File: src/rtl/smachine_pkg.sv
// Shared types for the S-Machine register-bank access path.
package smachine_pkg;

   localparam int SM_DATA_W = 16;

   typedef enum logic [1:0] {
      OP_READ  = 2'b00,
      OP_WRITE = 2'b01,
      OP_MOVE  = 2'b10,
      OP_SWAP  = 2'b11
   } op_t;

   typedef enum logic [2:0] {
      ST_IDLE  = 3'd0,
      ST_RD_A  = 3'd1,
      ST_CAP_A = 3'd2,
      ST_RD_B  = 3'd3,
      ST_CAP_B = 3'd4,
      ST_WR_A  = 3'd5,
      ST_WR_B  = 3'd6,
      ST_RESP  = 3'd7
   } state_t;

endpackage

File: src/rtl/reg_access_ctrl.sv
// Register-bank sequencer: turns READ/WRITE/MOVE/SWAP requests into
// bank strobes and returns one response per request.
module reg_access_ctrl
   import smachine_pkg::*;
#(
   parameter int NUM_REGS = 8,
   parameter int ADDR_W   = 3,
   parameter int DATA_W   = SM_DATA_W
) (
   input  logic              clk,
   input  logic              rst_n,
   input  logic              req_valid,
   output logic              req_ready,
   input  logic [1:0]        req_op,
   input  logic [ADDR_W-1:0] req_dst,
   input  logic [ADDR_W-1:0] req_src,
   input  logic [DATA_W-1:0] req_data,
   output logic              rsp_valid,
   input  logic              rsp_ready,
   output logic [DATA_W-1:0] rsp_data,
   output logic              rsp_err,
   output logic              reg_en,
   output logic [ADDR_W-1:0] reg_sel,
   output logic              reg_rw,
   output logic [DATA_W-1:0] reg_wdata,
   input  logic [DATA_W-1:0] reg_rdata
);

   localparam logic [ADDR_W:0] NREG = (ADDR_W+1)'(NUM_REGS);

   state_t            state;
   state_t            nxt;
   op_t               op_q;
   op_t               op_in;
   logic [ADDR_W-1:0] dst_q;
   logic [ADDR_W-1:0] src_q;
   logic [DATA_W-1:0] cap_a;

   logic              accept;
   logic              bad;
   logic              en_n;
   logic              rw_n;
   logic [ADDR_W-1:0] sel_n;
   logic [DATA_W-1:0] wdata_n;

   assign op_in  = op_t'(req_op);
   assign accept = (state == ST_IDLE) && req_valid && req_ready;

   always_comb begin
      bad = ({1'b0, req_dst} >= NREG);
      if ((op_in == OP_MOVE) || (op_in == OP_SWAP))
         bad = bad || ({1'b0, req_src} >= NREG);
   end

   always_comb begin
      nxt = state;
      unique case (state)
         ST_IDLE:
            if (accept) begin
               if (bad)
                  nxt = ST_RESP;
               else if (op_in == OP_WRITE)
                  nxt = ST_WR_A;
               else
                  nxt = ST_RD_A;
            end
         ST_RD_A:  nxt = ST_CAP_A;
         ST_CAP_A:
            if (op_q == OP_READ)
               nxt = ST_RESP;
            else if (op_q == OP_MOVE)
               nxt = ST_WR_A;
            else
               nxt = ST_RD_B;
         ST_RD_B:  nxt = ST_CAP_B;
         ST_CAP_B: nxt = ST_WR_A;
         ST_WR_A:  nxt = (op_q == OP_SWAP) ? ST_WR_B : ST_RESP;
         ST_WR_B:  nxt = ST_RESP;
         ST_RESP:  if (rsp_ready) nxt = ST_IDLE;
         default:  nxt = ST_IDLE;
      endcase
   end

   // Bank outputs are registered, so they are derived from the next state.
   // Write data into WR_A comes straight off reg_rdata when it follows a CAP.
   always_comb begin
      en_n    = 1'b0;
      rw_n    = 1'b0;
      sel_n   = '0;
      wdata_n = '0;
      unique case (nxt)
         ST_RD_A: begin
            en_n  = 1'b1;
            sel_n = (op_in == OP_MOVE) ? req_src : req_dst;
         end
         ST_RD_B: begin
            en_n  = 1'b1;
            sel_n = src_q;
         end
         ST_WR_A: begin
            en_n    = 1'b1;
            rw_n    = 1'b1;
            sel_n   = (state == ST_IDLE) ? req_dst : dst_q;
            wdata_n = (state == ST_IDLE) ? req_data : reg_rdata;
         end
         ST_WR_B: begin
            en_n    = 1'b1;
            rw_n    = 1'b1;
            sel_n   = src_q;
            wdata_n = cap_a;
         end
         default: ;
      endcase
   end

   always_ff @(posedge clk or negedge rst_n) begin
      if (!rst_n) begin
         state     <= ST_IDLE;
         op_q      <= OP_READ;
         dst_q     <= '0;
         src_q     <= '0;
         cap_a     <= '0;
         req_ready <= 1'b0;
         rsp_valid <= 1'b0;
         rsp_err   <= 1'b0;
         rsp_data  <= '0;
         reg_en    <= 1'b0;
         reg_rw    <= 1'b0;
         reg_sel   <= '0;
         reg_wdata <= '0;
      end else begin
         state     <= nxt;
         req_ready <= (nxt == ST_IDLE);
         reg_en    <= en_n;
         reg_rw    <= rw_n;
         reg_sel   <= sel_n;
         reg_wdata <= wdata_n;
         if (accept) begin
            op_q  <= op_in;
            dst_q <= req_dst;
            src_q <= req_src;
            cap_a <= req_data;
         end
         if (state == ST_CAP_A)
            cap_a <= reg_rdata;
         if ((nxt == ST_RESP) && (state != ST_RESP)) begin
            rsp_valid <= 1'b1;
            rsp_err   <= (state == ST_IDLE);
            if (state == ST_IDLE)
               rsp_data <= '0;
            else if (state == ST_CAP_A)
               rsp_data <= reg_rdata;
            else
               rsp_data <= cap_a;
         end else if ((state == ST_RESP) && rsp_ready) begin
            rsp_valid <= 1'b0;
            rsp_err   <= 1'b0;
         end
      end
   end

endmodule

File: config.mk
export PLATFORM = sky130hd
export DESIGN_NAME = reg_access_ctrl
export DESIGN_NICKNAME = d
export VERILOG_FILES = /design/src/rtl/smachine_pkg.sv /design/src/rtl/reg_access_ctrl.sv
export SDC_FILE = /design/constraint.sdc
export NUM_CORES = 1
export LEC_CHECK = 0
export ABC_AREA = 1
export CORE_MARGIN = 2
export CORE_UTILIZATION = 40
export CTS_CLUSTER_SIZE = 14
export DETAILED_ROUTE_END_ITERATION = 6
export GPL_ROUTABILITY_DRIVEN = 0
export PLACE_DENSITY_LB_ADDON = 0.2
export SLEW_MARGIN = 25
export SYNTH_ARGS = -nofsm -noshare
export SYNTH_HDL_FRONTEND = slang
export SYNTH_SLANG_ARGS = --single-unit
File: constraint.sdc
create_clock -name clk -period 2.2 [get_ports clk]
set_clock_uncertainty 0.05 [all_clocks]
set_input_delay 0.44 -clock clk [delete_from_list [all_inputs] [get_ports clk]]
set_output_delay 0.44 -clock clk [all_outputs]
set_load 0.1 [all_outputs]
# Yosys cells after proc, flatten, opt, wreduce, memory -nomap -nowiden
# Index checks and enable logic that the tools add are counted.
[op_classes]
magnitude_cmp = 0
n_div = 0
eq_ne = 17
n_mul = 0
n_bitwise = 0
shifts = 0
mux = 21
add_sub_neg = 0
reduce_logical = 12
[ops]
columns = ["op", "n"]
rows = [
  ["16-bit 2-to-1 mux", 5],
  ["16-bit one-hot mux with 2 select lines", 1],
  ["3-bit one-hot mux with 8 select lines", 1],
  ["3-bit == test, second input constant", 7],
  ["3-bit 2-to-1 mux", 7],
  ["3-bit by 2-bit == test with 1-bit output, second input constant", 3],
  ["3-bit one-hot mux with 3 select lines", 1],
  ["2-bit == test, second input constant", 3],
  ["3-bit by 1-bit == test with 1-bit output, second input constant", 2],
  ["3-bit zero test", 2],
  ["1-bit 2-to-1 mux", 6],
  ["1-bit logical AND", 4],
  ["2-bit nonzero test", 2],
  ["2-bit OR reduction", 2],
  ["4-bit OR reduction", 1],
  ["3-bit != test, second input constant", 1],
  ["2-bit by 1-bit == test with 1-bit output, second input constant", 1],
  ["2-bit zero test", 1],
]
[totals]
out_inout_bits = 40
mem_bits_rw = 0
rom_bits = 0
latch_bits = 0
n_memories = 0
reg_bits = 67
elab_cells = 63
in_bits = 44

# Depth between registers and ports, before layout
# Gate-level depths: netlist of run 1.
[depth]
depth_word = 8
mapped_depth = 12
mapped_depth_nobuf = 11

# Worst setup path before layout of run 1
# OpenSTA, ideal clock, no wires.
[synth_timing]
path_type = "reg2reg"
from = "reg req_ready"
to = "reg rsp_data[10]"
slack_ps = -154
setup_ps = 125
path_buffers = 1
synth_period_minus_slack_ps = 2354
t_required_ps = 2025
stages_incl_launch_ff = 9
arrival_time_ps = 2180
cell_sequence = "dfrtp_1 > nand2_1 > inv_1 > nand3_2 > nand4_4 > o21ai_2 > buf_2 > o21ai_0 > nand2_1"
[synth_via]
elab_chain_cells = 5
[synth_rtl]
columns = ["item", "line_no", "text"]
rows = [
  ["from (decl)", "reg_access_ctrl.sv:13", "output logic req_ready,"],
  ["from (signal assigned)", "reg_access_ctrl.sv:133", "req_ready <= (nxt == ST_IDLE);"],
  ["1-bit logical AND", "reg_access_ctrl.sv:47", "assign accept = (state == ST_IDLE) && req_valid && req_ready;"],
  ["3-bit 2-to-1 mux", "reg_access_ctrl.sv:59", "if (accept) begin"],
  ["3-bit one-hot mux with 8 select lines", "reg_access_ctrl.sv:57", "unique case (state)"],
  ["3-bit == test", "reg_access_ctrl.sv:146", "if ((nxt == ST_RESP) && (state != ST_RESP)) begin"],
  ["1-bit logical AND", "reg_access_ctrl.sv:146", ""],
  ["to (signal assigned)", "reg_access_ctrl.sv:152", "rsp_data <= reg_rdata;"],
  ["to (signal assigned)", "reg_access_ctrl.sv:154", "rsp_data <= cap_a;"],
  ["to (decl)", "reg_access_ctrl.sv:20", "output logic [DATA_W-1:0] rsp_data,"],
]
# No other way between the ends.
# A chain may end at the register's enable or synchronous reset.

# Worst setup path after layout of run 1
[layout_timing]
from = "reg state[2]"
to = "reg rsp_data[4]"
[layout_via]
elab_chain_cells = 7
word_cells_on_any_way = 18
classes_between = "eq/ne: 9; mux: 5; reduce/logical: 4"
[layout_rtl]
columns = ["item", "line_no", "text"]
rows = [
  ["from (decl)", "reg_access_ctrl.sv:31", "state_t state;"],
  ["from (signal assigned)", "reg_access_ctrl.sv:132", "state <= nxt;"],
  ["3-bit zero test", "reg_access_ctrl.sv:47, reg_access_ctrl.sv:57", ""],
  ["1-bit logical AND (2 in series)", "reg_access_ctrl.sv:47", ""],
  ["3-bit 2-to-1 mux", "reg_access_ctrl.sv:59", ""],
  ["3-bit one-hot mux with 8 select lines *", "reg_access_ctrl.sv:57", ""],
  ["via nxt[1]", "reg_access_ctrl.sv:32", "state_t nxt;"],
  ["3-bit == test *", "reg_access_ctrl.sv:146", ""],
  ["1-bit logical AND *", "reg_access_ctrl.sv:146", ""],
]
# Mark *: on every way through the listed nets, which the timed path passes. The rest lies on a longest branch.

==> flow_summary_export.csv, run 1 <==
group,metric,value,unit
synthesis,yosys.cell_types.count,26,
clock_tree,clkTransAtPathRegs,0.07,ns
clock_tree,cts_setup_buffers,0,
finish,area_growth,35.3,%
timing,setup_ws,0.271,ns
die,core_area,8180,um2
clock_tree,cts_tree,"done",
worst_setup_path,worstPathArrival,2.11,ns
global_routing,grt_pass1_wl,14800,um
synthesis,syn-instance-count,413,
clock_tree,insertion_delay,0.34,ns
global_routing,antenna_found_initial,0,
synthesis,yosys_warnings,0,
clock_tree,cts_sinks,67,
timing,timing.slew.headroom,72.5,%
clock_tree,htreeDepth,3,
synthesis,synth_top_area_share,50.1,%
timing,period_minus_slack,1.93,ns
worst_setup_path,path_class,"reg2reg",
timing,period_share,87.7,%
synthesis,synth_area_leaders,"dfrtp_1, nand2_1, o221ai_1",
global_routing,grt_pass1_vias,3138,
synthesis,yosysMostFrequentCell,"nand2_1",
timing,worst_slew_pin_slew,0.412,ns
clock_tree,cts_buffers,9,
synthesis,syn-num-nets,457,
placed_design,place_worst_setup_slack,-0.0254,ns
clock_tree,cts_resized,0,
hold_path,holdCritPathClass,"in2async",
worst_setup_path,crit_fanout,12,
finish,final_util,55.4,%
die,die_area,9120,um2
routing,drtIter0Drc,127,
global_routing,grt_max_degree,68,
die,rows,33,
timing,hold_viol_final,0,
outcome,status,"finished, final reports clean",
worst_setup_path,cp-end-kind,"flip-flop",
synthesis,ys_ff_latch,67,
timing,report.final.setup_viol,0,
global_routing,grtUsageTotal,21.4,%
synthesis,synth_commonest_cells,"nand2_1, dfrtp_1, inv_1",
routing,ant_nets,0,
routing,vias_per_cell,5.10,
die,die_h,95.5,um
placed_design,dp.final_hpwl,6390,um
placed_design,portBuffers,83,
worst_setup_path,reg2reg_depth,9,
finish,nNetsFinal,558,
synthesis,yosysSeqAreaShare,50.1,%
synthesis,netlist_area,3350,um2
finish,diodes,0,
timing,final_max_slew_viol_count,0,
routing,drc_errors,0,
global_routing,overflow,0,
clock_tree,cts_buffer_depth,2,
routing,wl,9160,um
synthesis,synth_edf_count,0,
synthesis,synth_largest_area_cell,"dfrtp_1",
synthesis,synth-main-ff-cell,"dfrtp_1",
synthesis,synth.avg_cell_area,8.11,um2
die,initial_core_util,41.0,%
finish,layout-drive-gt1-share,19.9,%
die,die_w,95.5,um
routing,dr.pass1.iters,4,
worst_setup_path,required,2.38,ns
routing,avgRoutedWirePerCell,14.7,um
timing,rsz0062_at_grt,"false",
synthesis,postSynth.asyncResetShare,100,%
timing,max_freq,518,MHz
clock_tree,hold_buffers,0,
worst_setup_path,worstSetupStartpointType,"flip-flop",
finish,fillCellCount,763,
run,drv_cap,0,
routing,via_count,3178,
clock_tree,cts_root_buf,"clkbuf_8",
die,num_io_pins,84,
cell type report:
type / instances / area, um2 / share of cell area [%]
repair buffers: 108 / 963 / 21.3
multi-input cells: 295 / 1460 / 32.1
flip-flops and latches: 67 / 1680 / 37.0
clock inverters: 2 / 10.0 / 0.221
inverters: 33 / 124 / 2.73
clock buffers: 13 / 169 / 3.73
well taps: 105 / 131 / 2.90
kinds of logic (layout without fill, tap and decap cells):
family                 Yosys count  after routing  synth area share [%]
AND/OR/NAND/NOR                219            219                  29.9
AO/OA/AOI/OAI                   76             76                  13.6
flip-flops                      67             67                  50.1
buffers and inverters           51            156                  6.46
worst paths after layout:
check,from,endpoint,slack (ns)
max in group asynchronous,rst_n,req_ready,1.75
setup reg to reg,state[2],rsp_data[4],0.27
hold reg to reg,src_q[0],src_q[0],0.43
setup / recovery,state[2],rsp_data[4],0.27
hold / removal,rst_n,reg_wdata[4],0.04
min in group clk,src_q[0],src_q[0],0.43
routing by layer:
metal	global-route usage (%)	routed length, um	vias up
li1	-	-	1559
met1	28.6	4030	1492
met2	34.1	4370	111
met3	4.98	577	16
met4	7.50	178	0
met5	0	0	-
stage by stage:
step	area (um2)	instances	hold WS (ns)	setup TNS (ns)
3_3_place_gp	4350	608	0.415	0
5_1_grt	4530	623	0.0885	0
2_1_floorplan	3350	413	0.0944	0
4_1_cts	4530	623	0.0711	0
6_report	4530	623	0.0384	0
3_5_place_dp	4350	608	0.416	-0.0254
cell usage in the layout (no fill, tap or decap), types with 4 or more instances in the layout:
master           instances
nand4_1                  4
buf_4                   61
nand2_1                167
o21ai_0                 25
inv_1                   28
nor2_1                   5
clkdlybuf4s50_1         42
clkbuf_8                12
o21ai_1                 17
buf_12                   4
a21oi_1                 16
dfrtp_1                 66
nand3_1                 25
o221ai_1                16
critical path, stage by stage (launching register included):
cell and delay, ns:
dfrtp_1 0.45, inv_2 0.15, nand2_2 0.10, nor2_8 0.20, nand2_1 0.11, nand3_2 0.15, nand2_4 0.14, buf_12 0.17
o21ai_0 0.20, nand2_1 0.08
state kept, by name, summed over array words and instances, names as in the netlist, 2 cells and up:
register	flops
cap_a	16
state	3
rsp_data	16
reg_wdata	16
op_q	2
src_q	3
dst_q	3
reg_sel	3
Power of run 1 is left out: the tool's default activity adds up to more than one toggle a clock period on the data nets, which glitch-free logic cannot reach.
==> inputs of run 2 (changes only) <==
SETUP_SLACK_MARGIN = 0.15   (was unset)
==> run 2 against run 1 <==
Effect of this change:
- final area up 0.52%
- non-clock buffer count is 3 higher
- fmax up 3.3%
- critical path type is now in2reg
- largest cell class unchanged
==> flow_summary_export.csv, run 2 (synthesized netlist as in run 1, its figures left out) <==
group,metric,value,unit
outcome,status,"finished, final reports clean",
finish,nNetsFinal,561,
timing,hold_ws,0.0382,ns
worst_setup_path,required,2.37,ns
global_routing,overflow,0,
timing,final_max_slew_viol_count,0,
worst_setup_path,worstPathArrival,2.04,ns
finish,fillCellCount,762,
global_routing,grt_max_degree,68,
worst_setup_path,worstSetupStartpointType,"input port",
die,initial_core_util,41.0,%
worst_setup_path,path_class,"in2reg",
global_routing,antenna_found_initial,0,
timing,rsz0062_at_grt,"false",
timing,report.final.setup_viol,0,
finish,stdcell_area,4550,um2
worst_setup_path,cp-end-kind,"flip-flop",
die,die_area,9120,um2
finish,mostFrequentLayoutCells,"nand2_1, dfrtp_1, buf_4",
run,drv_cap,0,
placed_design,dp.final_hpwl,6390,um
timing,hold_viol_final,0,
routing,drc_errors,0,
finish,reg_top3,"cap_a x16, reg_wdata x16, rsp_data x16",
placed_design,placed_area,4350,um2
clock_tree,cts_root_buf,"clkbuf_8",
die,die_h,95.5,um
finish,final_common_cell,"nand2_1",
timing,max_freq,535,MHz
die,num_io_pins,84,
global_routing,grt_pass1_vias,3138,
die,rows,33,
die,core_area,8180,um2
placed_design,portBuffers,83,
routing,wl,9090,um
clock_tree,cts_sinks,67,
clock_tree,cts_buffer_depth,2,
finish,layout-drive-gt1-share,20.5,%
clock_tree,cts_tree,"done",
clock_tree,cts_buffers,9,
routing,dr.pass1.iters,4,
clock_tree,htreeDepth,3,
routing,drtIter0Drc,124,
global_routing,grtUsageTotal,21.4,%
timing,timing.slew.headroom,75.9,%
global_routing,grt_pass1_wl,14800,um
timing,worst_slew_pin_slew,0.362,ns
routing,avgRoutedWirePerCell,14.5,um
timing,period_minus_slack,1.87,ns
worst_setup_path,crit_fanout,12,
hold_path,holdCritPathClass,"in2async",
clock_tree,insertion_delay,0.34,ns
clock_tree,hold_buffers,0,
timing,period_share,84.9,%
die,die_w,95.5,um
routing,ant_nets,0,
finish,area_growth,36.0,%
finish,diodes,0,
clock_tree,clkTransAtPathRegs,0.07,ns
routing,via_count,3197,
routing,vias_per_cell,5.11,
run 2: cell count changes in the layout (fill, tap and decap cells not counted):
cell and change:
buf_4 +3, dfrtp_1 -1, dfrtp_2 +1
run 2: per-layer routing:
| metal | GRT usage, % | up-vias | part of all wire [%] |
|---|---|---|---|
| li1 | - | 1565 | - |
| met1 | 28.6 | 1506 | 43 |
| met2 | 34.1 | 111 | 48 |
| met3 | 4.98 | 15 | 7.2 |
| met4 | 7.50 | 0 | 1.8 |
| met5 | 0 | - | 0 |
run 2: cell type report:
class,instances,area [um2],share of cell area [%]
tap,105,131,2.88
sequential,67,1680,36.9
clock buffer,13,169,3.71
timing repair buffer,111,986,21.6
inverter,33,124,2.72
multi-input combinational,295,1460,32.0
clock inverter,2,10.0,0.220
run 2: worst paths after layout:
kind	from	to	slack [ns]	depth (start not counted)
hold reg to reg	src_q[0]	src_q[0]	0.44	2
hold / removal	rst_n	reg_wdata[4]	0.04	2
min in group clk	src_q[0]	src_q[0]	0.44	2
setup / recovery	req_valid	rsp_data[4]	0.33	10
setup reg to reg	state[2]	rsp_data[4]	0.33	9
max in group asynchronous	rst_n	state[0]	1.75	2
run 2: metrics by stage:
step,instances,TNS (ns),worst slack [ns],util [%]
after floorplan,413,0,0.181,-
after global placement,608,0,0.0568,53.2
after detailed placement,608,-0.0254,-0.0254,53.2
after CTS,623,0,0.271,55.4
after global routing,626,0,0.224,55.7
final,626,0,0.332,55.7
run 2: what timing repair did:
| action | CTS | global route |
|---|---|---|
| endpoints found under the hold margin | 0 | 0 |
| setup endpoints to repair | 0 | 3 |
| buffers inserted | 0 | 3 |
| gates resized for setup | 0 | 1 |
run 2: worst max-delay path, stage by stage:
cell	delay, ns
clkdlybuf4s50_1	0.45
nand2_1	0.09
buf_4	0.17
nor2_8	0.10
nand2_2	0.07
nand2_4	0.13
nand2_4	0.13
buf_12	0.17
o21ai_0	0.20
nand2_1	0.09
Power of run 2 is left out for the same reason.
==> inputs of run 3 (changes only) <==
clock period = 1.6 ns   (was 2.2 ns; I/O delays follow)
==> run 3 against run 2 <==
Effect of this change:
- the run now ends with negative setup slack left
- final cell count up 5.9%
- die area unchanged
- wire length up 24%
- critical path depth unchanged
- register-to-register slack worse by 0.44 ns
- via count up 14%
- non-clock buffer count up 35
- worst hold slack better by 0.34 ns
- worst setup slack worse by 0.44 ns
- utilization up 17 points
- largest cell class is now non-clock buffers
==> flow_summary_export.csv, run 3 (synthesized netlist as in run 1, its figures left out) <==
group,metric,value,unit
outcome,status,"finished, violations left",
outcome,failed_checks,"negative setup slack",
clock_tree,insertion_delay,0.35,ns
timing,rsz0062_at_grt,"true",
die,die_h,95.5,um
worst_setup_path,cp_num_buf_inv,4,
die,die_w,95.5,um
routing,drtIter0Drc,192,
finish,area_growth,77.2,%
worst_setup_path,worst-r2r-setup-slack,-0.11,ns
finish,mostFrequentLayoutCells,"nand2_1, dfrtp_1, buf_12",
die,die_area,9120,um2
clock_tree,cts_tree,"done",
clock_tree,cts_root_buf,"clkbuf_8",
die,core_area,8180,um2
die,initial_core_util,41.0,%
timing,max_freq,585,MHz
worst_setup_path,critPathSlowestCell,"dfrtp_2",
routing,via_count,3631,
clock_tree,cts_buffers,9,
worst_setup_path,crit_chain,"buf_6 > nand2_4 > buf_6 > nand2_4 > a21oi_4 > nor2_4 > buf_12 > buf_12 > nand3_2 > o21ai_1",
worst_setup_path,required,1.79,ns
hold_path,holdCritPathClass,"in2async",
die,num_io_pins,84,
global_routing,grtUsageTotal,25.7,%
routing,wl,11300,um
routing,avgRoutedWirePerCell,17.0,um
finish,nNetsFinal,597,
timing,period_minus_slack,1.71,ns
die,rows,33,
timing,period_share,107,%
routing,drc_errors,0,
global_routing,antenna_found_initial,0,
global_routing,grt_pass1_vias,3589,
run,drv_cap,0,
routing,vias_per_cell,5.48,
finish,layout-drive-gt1-share,36.4,%
worst_setup_path,worstSetupStartpointType,"flip-flop",
routing,dr.pass1.iters,5,
clock_tree,htreeDepth,3,
finish,reg_top3,"cap_a x16, reg_wdata x16, rsp_data x16",
finish,final_common_cell,"nand2_1",
placed_design,place_inst,629,
placed_design,portBuffers,83,
worst_setup_path,cpLargestDelayFamily,"buffers and inverters",
clock_tree,clkTransAtPathRegs,0.08,ns
timing,report.final.setup_viol,38,
timing,timing.slew.headroom,71.7,%
timing,hold_viol_final,0,
worst_setup_path,worstPathArrival,1.90,ns
worst_setup_path,crit_fanout,6,
clock_tree,cts_sinks,67,
finish,finalNonFillerCells,663,
routing,ant_nets,0,
timing,worst_slew_pin_slew,0.424,ns
worst_setup_path,critPathMaxStageDelay,0.45,ns
worst_setup_path,cp-end-kind,"flip-flop",
global_routing,grt_pass1_wl,17600,um
global_routing,grt_max_degree,31,
placed_design,dp.final_hpwl,6930,um
global_routing,overflow,0,
finish,diodes,0,
worst_setup_path,path_class,"reg2reg",
timing,setup_ws,-0.109,ns
clock_tree,cts_buffer_depth,2,
timing,final_max_slew_viol_count,0,
## run 3: changes by cell type in the layout (fill, tap and decap cells not counted), sizes merged, moves of 2 or more
cell / change
bufbuf: +2
buf: +32
bufinv: +2
inv: +3
clkbuf: -2
clkinvlp: +2
clkinv: -4
## run 3: area by class of cell
type	count	area (um2)
Clock buffer	11	151
Clock inverter	5	83.8
Fill cell	548	2240
Inverter	33	139
Multi-Input combinational cell	296	1750
Sequential cell	67	1680
Tap cell	105	131
Timing Repair Buffer	146	1990
## run 3: repair_timing
action | 4_1_cts | 5_1_grt
gates resized for setup | 84 | 34
hold endpoints to repair | 13 | 0
pin swaps | 28 | 11
gates cloned | 4 | 0
buffers inserted | 12 | 1
setup endpoints to repair | 59 | 59
hold buffers | 1 | 0
## run 3: final timing paths
check,from,end,cells past startpoint
setup / recovery,state[0],reg_wdata[13],10
hold / removal,rst_n,rsp_data[1],2
setup reg to reg,state[0],reg_wdata[13],10
hold reg to reg,src_q[1],reg_sel[1],2
max in group asynchronous,rst_n,reg_wdata[3],3
min in group clk,src_q[1],reg_sel[1],2
## run 3: stage by stage
stage	setup WS, ns	hold WS, ns	util (%)	setup TNS [ns]	cell area [um2]
2_1_floorplan	-0.0662	-0.0256	-	-1.08	3430
3_3_place_gp	-0.444	0.229	62.4	-14.24	5100
3_5_place_dp	-0.430	0.229	62.4	-15.62	5100
4_1_cts	-0.0349	0.381	71.1	-0.447	5810
5_1_grt	-0.145	0.411	72.6	-4.27	5930
6_report	-0.109	0.380	72.6	-2.06	5930
## run 3: layer usage
metal	wire (um)	up-vias	part of all wire (%)	track usage [%]
li1	-	1636	-	-
met1	4240	1744	38	32.1
met2	5850	208	52	43.7
met3	834	43	7.4	4.98
met4	352	0	3.1	10.5
met5	0	-	0	0
Power of run 3 is left out for the same reason.
